`src/rtl/store_datapath_pkg.sv`:
```
// Shared constants and helpers for the squeeze-side serializer: lane width, rates,
// mode encodings and the byte-order switch used on every outgoing word.
package store_datapath_pkg;

  localparam int w              = 64;
  localparam int RATE_SHAKE128  = 1344;
  localparam int RATE_SHAKE256  = 1088;
  localparam int WORDS_SHAKE128 = 21;
  localparam int WORDS_SHAKE256 = 17;

  localparam logic [1:0] SHAKE128_MODE_VEC = 2'b00;
  localparam logic [1:0] SHAKE256_MODE_VEC = 2'b01;

  // Keccak lanes are little-endian; the bus wants the first stream byte in the MSBs.
  function automatic logic [w-1:0] EndianSwitcher(input logic [w-1:0] x);
    logic [w-1:0] y;
    y = '0;
    for (int i = 0; i < w / 8; i++) begin
      y[8*i +: 8] = x[w-8-8*i +: 8];
    end
    return y;
  endfunction

  // Any encoding other than SHAKE256 drains the full SHAKE128 rate.
  function automatic logic [4:0] words_per_block(input logic [1:0] mode);
    return (mode == SHAKE256_MODE_VEC) ? 5'(WORDS_SHAKE256) : 5'(WORDS_SHAKE128);
  endfunction

endpackage

```
`src/rtl/store_datapath_piso_buffer.sv`:
```
// Parallel-in/serial-out lane buffer: loads a whole rate block, presents lane 0 first
// and shifts the next lane down on every accepted word.
module piso_buffer #(
  parameter int WIDTH = 64,
  parameter int DEPTH = 21
) (
  input  logic                   clk,
  input  logic                   load,
  input  logic [WIDTH*DEPTH-1:0] load_data,
  input  logic                   shift,
  output logic [WIDTH-1:0]       head
);

  logic [WIDTH*DEPTH-1:0] lanes_q;

  // Pure datapath storage; contents are only meaningful after a load.
  always_ff @(posedge clk) begin
    if (load) begin
      lanes_q <= load_data;
    end else if (shift) begin
      lanes_q <= {{WIDTH{1'b0}}, lanes_q[WIDTH*DEPTH-1:WIDTH]};
    end
  end

  assign head = lanes_q[WIDTH-1:0];

endmodule

```
`src/rtl/store_datapath.sv`:
```
// SHAKE squeeze serializer: drains rate blocks as big-endian bus words, counts down the
// requested length, masks the final partial word and asks for more permutations as needed.
module store_datapath
  import store_datapath_pkg::*;
#(
  parameter int W      = w,
  parameter int SIZE_W = 32
) (
  input  logic                     clk,
  input  logic                     rst,
  input  logic [RATE_SHAKE128-1:0] rate_i,
  input  logic [1:0]               operation_mode_i,
  input  logic [SIZE_W-1:0]        output_size_i,
  input  logic                     block_valid_i,
  output logic                     block_ready_o,
  output logic [W-1:0]             data_o,
  output logic                     valid_o,
  input  logic                     ready_i,
  output logic                     last_o,
  output logic                     squeeze_request_o,
  output logic                     done_o
);

  typedef enum logic [1:0] {IDLE, DRAIN, WAIT_BLOCK} state_e;

  localparam int LANES = RATE_SHAKE128 / W;

  state_e            state_q, state_d;
  logic [1:0]        mode_q;
  logic [SIZE_W-1:0] size_q;
  logic [4:0]        word_cnt_q;
  logic              done_q, squeeze_q;
  logic              load, shift, accept, xfer;
  logic              last_of_job, last_of_blk;
  logic [W-1:0]      head, swapped, mask;
  logic [3:0]        nbytes;

  piso_buffer #(.WIDTH(W), .DEPTH(LANES)) u_piso (
    .clk       (clk),
    .load      (load),
    .load_data (rate_i),
    .shift     (shift),
    .head      (head)
  );

  assign block_ready_o = (state_q != DRAIN);
  assign valid_o       = (state_q == DRAIN);
  assign accept        = block_valid_i && block_ready_o;
  assign xfer          = valid_o && ready_i;
  assign last_of_job   = (size_q <= SIZE_W'(W));
  assign last_of_blk   = (word_cnt_q == 5'(words_per_block(mode_q) - 5'd1));

  // Remaining length is a whole number of bytes; a zero byte field means a full word.
  assign nbytes  = (size_q[5:3] == 3'd0) ? 4'd8 : {1'b0, size_q[5:3]};
  assign mask    = ~({W{1'b1}} >> {nbytes, 3'b000});
  assign swapped = EndianSwitcher(head);
  assign data_o  = valid_o ? (last_of_job ? (swapped & mask) : swapped) : '0;
  assign last_o  = valid_o && last_of_job;

  assign done_o            = done_q;
  assign squeeze_request_o = squeeze_q;

  always_ff @(posedge clk or posedge rst) begin
    if (rst) state_q <= IDLE;
    else     state_q <= state_d;
  end

  always_comb begin
    state_d = state_q;
    load    = 1'b0;
    shift   = 1'b0;
    case (state_q)
      IDLE: begin
        if (accept) begin
          load = 1'b1;
          if (output_size_i != '0) state_d = DRAIN;
        end
      end
      DRAIN: begin
        if (xfer) begin
          shift = 1'b1;
          // Job end takes priority over block end: no further permutation needed.
          if (last_of_job)      state_d = IDLE;
          else if (last_of_blk) state_d = WAIT_BLOCK;
        end
      end
      WAIT_BLOCK: begin
        if (accept) begin
          load    = 1'b1;
          state_d = DRAIN;
        end
      end
      default: state_d = IDLE;
    endcase
  end

  always_ff @(posedge clk or posedge rst) begin
    if (rst) begin
      mode_q     <= '0;
      size_q     <= '0;
      word_cnt_q <= '0;
      done_q     <= 1'b0;
      squeeze_q  <= 1'b0;
    end else begin
      done_q    <= 1'b0;
      squeeze_q <= 1'b0;
      case (state_q)
        IDLE: begin
          if (accept) begin
            mode_q     <= operation_mode_i;
            size_q     <= output_size_i;
            word_cnt_q <= '0;
            if (output_size_i == '0) done_q <= 1'b1;
          end
        end
        DRAIN: begin
          if (xfer) begin
            size_q     <= last_of_job ? '0 : size_q - SIZE_W'(W);
            word_cnt_q <= word_cnt_q + 5'd1;
            if (last_of_job)      done_q    <= 1'b1;
            else if (last_of_blk) squeeze_q <= 1'b1;
          end
        end
        WAIT_BLOCK: begin
          if (accept) word_cnt_q <= '0;
        end
        default: ;
      endcase
    end
  end

endmodule

```
`config.mk`:
```
export PLATFORM = sky130hd
export DESIGN_NAME = store_datapath
export DESIGN_NICKNAME = d
export VERILOG_FILES = /design/src/rtl/store_datapath_pkg.sv /design/src/rtl/store_datapath_piso_buffer.sv /design/src/rtl/store_datapath.sv
export SDC_FILE = /design/constraint.sdc
export NUM_CORES = 2
export LEC_CHECK = 0
export CAP_MARGIN = 20
export CORE_AREA = 2 2 569 571
export CTS_BUF_LIST = sky130_fd_sc_hd__clkbuf_16
export DETAILED_ROUTE_END_ITERATION = 10
export DIE_AREA = 0 0 571 573
export HOLD_SLACK_MARGIN = 0.03
export MAX_ROUTING_LAYER = met4
export PLACE_DENSITY_LB_ADDON = 0.15
export SYNTH_ARGS = -nofsm -noshare
export SYNTH_HDL_FRONTEND = slang
export SYNTH_SLANG_ARGS = --single-unit
```
`constraint.sdc`:
```
create_clock -name clk -period 40.2 [get_ports clk]
set_input_delay 12.06 -clock clk [delete_from_list [all_inputs] [get_ports clk]]
set_output_delay 12.06 -clock clk [all_outputs]
set_load 0.03 [all_outputs]
```
==> run summary <==
Count leader, synth = nand2_1
Worst vdd ir = 35.5 uV
Net switching fraction of the power = 0.319
Post-synthesis cell type count = 52
R2R depth = 13
Sequential share of the synthesized area = 0.698
Root buffer cell = clkbuf_16
Largest net degree at the start of global routing = 202
Total gr overflow = 0
Routability cong. = 0.848
Crit path capture type = flip-flop
Synth area leaders = edfxtp_1, nand2_1, clkbuf_1
Post-synth top flop = edfxtp_1
# hold bufs at CTS = 0
IO Pins = 1,451
Final setup skew = 0.0308 ns
Outcome = complete, no violations
Yosys warning total = 0
Worst path required time = 40.66 ns
RSZ-0062 raised after global routing = false
Share of post-route cells with drive strength above 1 = 0.0400
Syn Inst Count = 5,920
CTS buffer count = 179
CTS H-tree depth = 4
I/O Buffers = 1,450
Tmin final = 19.05 ns
RR Startpoint = state_q[1]
Routed Antenna Nets = 0
Async S/R FF share, synth = 0.0310
Antenna violations before repair = 231
Max cap viols = 0
Nets = 8,681
Lkg Pwr = 34.1 nW
Post-synth EDFFs = 1,344
F_max = 0.0525 GHz
Clk_lat worst skew = 0.85 ns
Combinational share of power = 0.253
Worst-margin pin slew = 1.15 ns
Die area = 327,000 um2
Hold endpoint = u_piso.lanes_q[928]
Drt wl/cell = 21.8 um
Avg Cell Area, Syn = 10.0 um2
Data arrival time of the critical path = 19.50 ns
Rel. slew slack = 0.235
WHS Path Cells = 2
First-pass GRT wire length = 357,000 um
Syn_nets = 7,306
Reg2reg setup slack = 31.70 ns
Final Hold Fails = 0
Internal = 3.76 mW
FILL cells = 34,300
Initial Util = 0.185
Yosys reg bits = 1,387
Core ar. = 320,000 um2
Pwr/cell area = 65.3 nW/um2
Cell taking the most area after synthesis = edfxtp_1
Synthesized area = 59,400 um2
Die Span X = 571 um
Final setup violation count = 0
Drt initial violations = 3,223
Post-CTS Resized = 0
Die Y = 573 um
Worst hold path startpoint = u_piso.lanes_q[992]
Post-CTS Setup Inserts = 0
DP HPWL = 196,000 um
Synth cell count leaders = nand2_1, edfxtp_1, clkbuf_1, and2_1, dfrtp_1
Setup TNS = 0 ns
FF-to-FF End = u_piso.lanes_q[652]
Crit Path Max Fanout = 123
Post-route insts no fill = 11,900
Vias per Instance = 3.85
Hold_ws = 0.499 ns
WS Path Type = input port to flip-flop
Clock slew at reported path FFs = 0.06 ns
Psw = 1.76 mW
All-layer global routing usage = 0.158
Reg power frac = 0.474
Critical Path Source Type = input port
Total power = 5.52 mW
Sink Count = 1,387
DR pass1 iterations = 8
CTS tree = done
Post-synth top area share = 0.680
Via count = 45,900
Num rows = 208
Final wirelength = 260,000 um
Vias in the first global route = 46,900
Clock tree buffer depth = 4
Clock Power Share = 0.273
Area growth from synthesis to layout = 42.3%
Hold WC Path Type = flip-flop to flip-flop
Fin crit share = 0.474
DR DRC count = 0
Placed Instances = 11,400
Final slew viol count = 0
[layout by cell type, fill, tap and decap left out, types with 5 or more instances in the layout]
master	instances
o211ai_1	5
nor4_1	17
clkbuf_16	183
clkinv_2	21
nand2_1	3874
o21ai_0	25
nor3_1	12
clkdlybuf4s50_1	1450
diode_2	192
and2_1	113
and3_1	21
or4_1	7
buf_4	50
a22o_1	12
edfxtp_1	1344
dfrtp_1	43
nand3_1	12
or3_1	6
buf_12	6
nor2_1	19
bufinv_16	5
clkinv_1	40
inv_1	62
a21oi_1	8
[power by group through the flow]
stage / combinational, mW / sequential, mW / clock (mW)
4_1_cts: 1.44 / 2.62 / 1.57
2_1_floorplan: 0.820 / 2.88 / 0
3_5_place_dp: 1.44 / 2.65 / 0
6_report: 1.40 / 2.61 / 1.51
5_1_grt: 1.59 / 2.67 / 1.61
3_3_place_gp: 1.42 / 2.64 / 0
[flip-flops by register name, indices dropped and copies added, names as in the netlist]
signal	count
u_piso.lanes_q	1344
size_q	32
word_cnt_q	5
mode_q	2
state_q	2
done_o	1
squeeze_request_o	1
[per-stage QoR]
step | utilization | area, um2 | worst slack (ns)
floorplan | - | 59400 | 10.05
global placement | 0.245 | 78600 | 20.30
detailed placement | 0.246 | 78700 | 20.13
CTS | 0.262 | 84000 | 21.06
global route | 0.264 | 84500 | 20.55
finish | 0.264 | 84500 | 21.15
[cell type report]
class,instances,area [um2],share of cell area
Antenna cell,192,480,0.00568
Clock buffer,183,4580,0.0542
Clock inverter,131,773,0.00915
Inverter,10,37.5,0.000444
Multi-Input combinational cell,4208,16800,0.198
Sequential cell,1387,41400,0.490
Tap cell,4305,5390,0.0637
Timing Repair Buffer,1509,15100,0.178
[cell families after synthesis]
family          after synthesis  share of synthesized area
fa+ha+maj                     4                   0.000843
compound gates               88                     0.0105
simple gates               4107                      0.269
buf+inv                     325                     0.0207
flops                      1387                      0.698
xor+xnor                      5                   0.000737
mux                           4                   0.000716
[worst max-delay path, cell delays in order]
cell             delay [ns]
clkdlybuf4s50_1        0.60
nand2b_4               0.46
nand2_8                0.87
buf_4                  0.76
buf_4                  0.77
buf_4                  0.59
buf_4                  0.69
buf_4                  0.66
buf_4                  0.80
buf_4                  0.80
[metal layers]
metal  GRT usage  wire, um  vias up
met3      0.0596     23100      392
li1            -         -    22400
met4      0.0561      8850        0
met5           -         0        -
met2       0.255    124000     1541
met1       0.176    105000    21500
[worst max path at each step]
stage,from,endpoint,slack [ns],cells after the start
after floorplan,block_valid_i,u_piso.lanes_q[0],10.05,6
after global placement,block_valid_i,u_piso.lanes_q[540],20.30,10
after detailed placement,block_valid_i,u_piso.lanes_q[540],20.13,10
after CTS,block_valid_i,u_piso.lanes_q[862],21.06,10
after global routing,block_valid_i,u_piso.lanes_q[652],20.55,10
final,block_valid_i,u_piso.lanes_q[652],21.15,10
(Power assumes the default switching activity.)
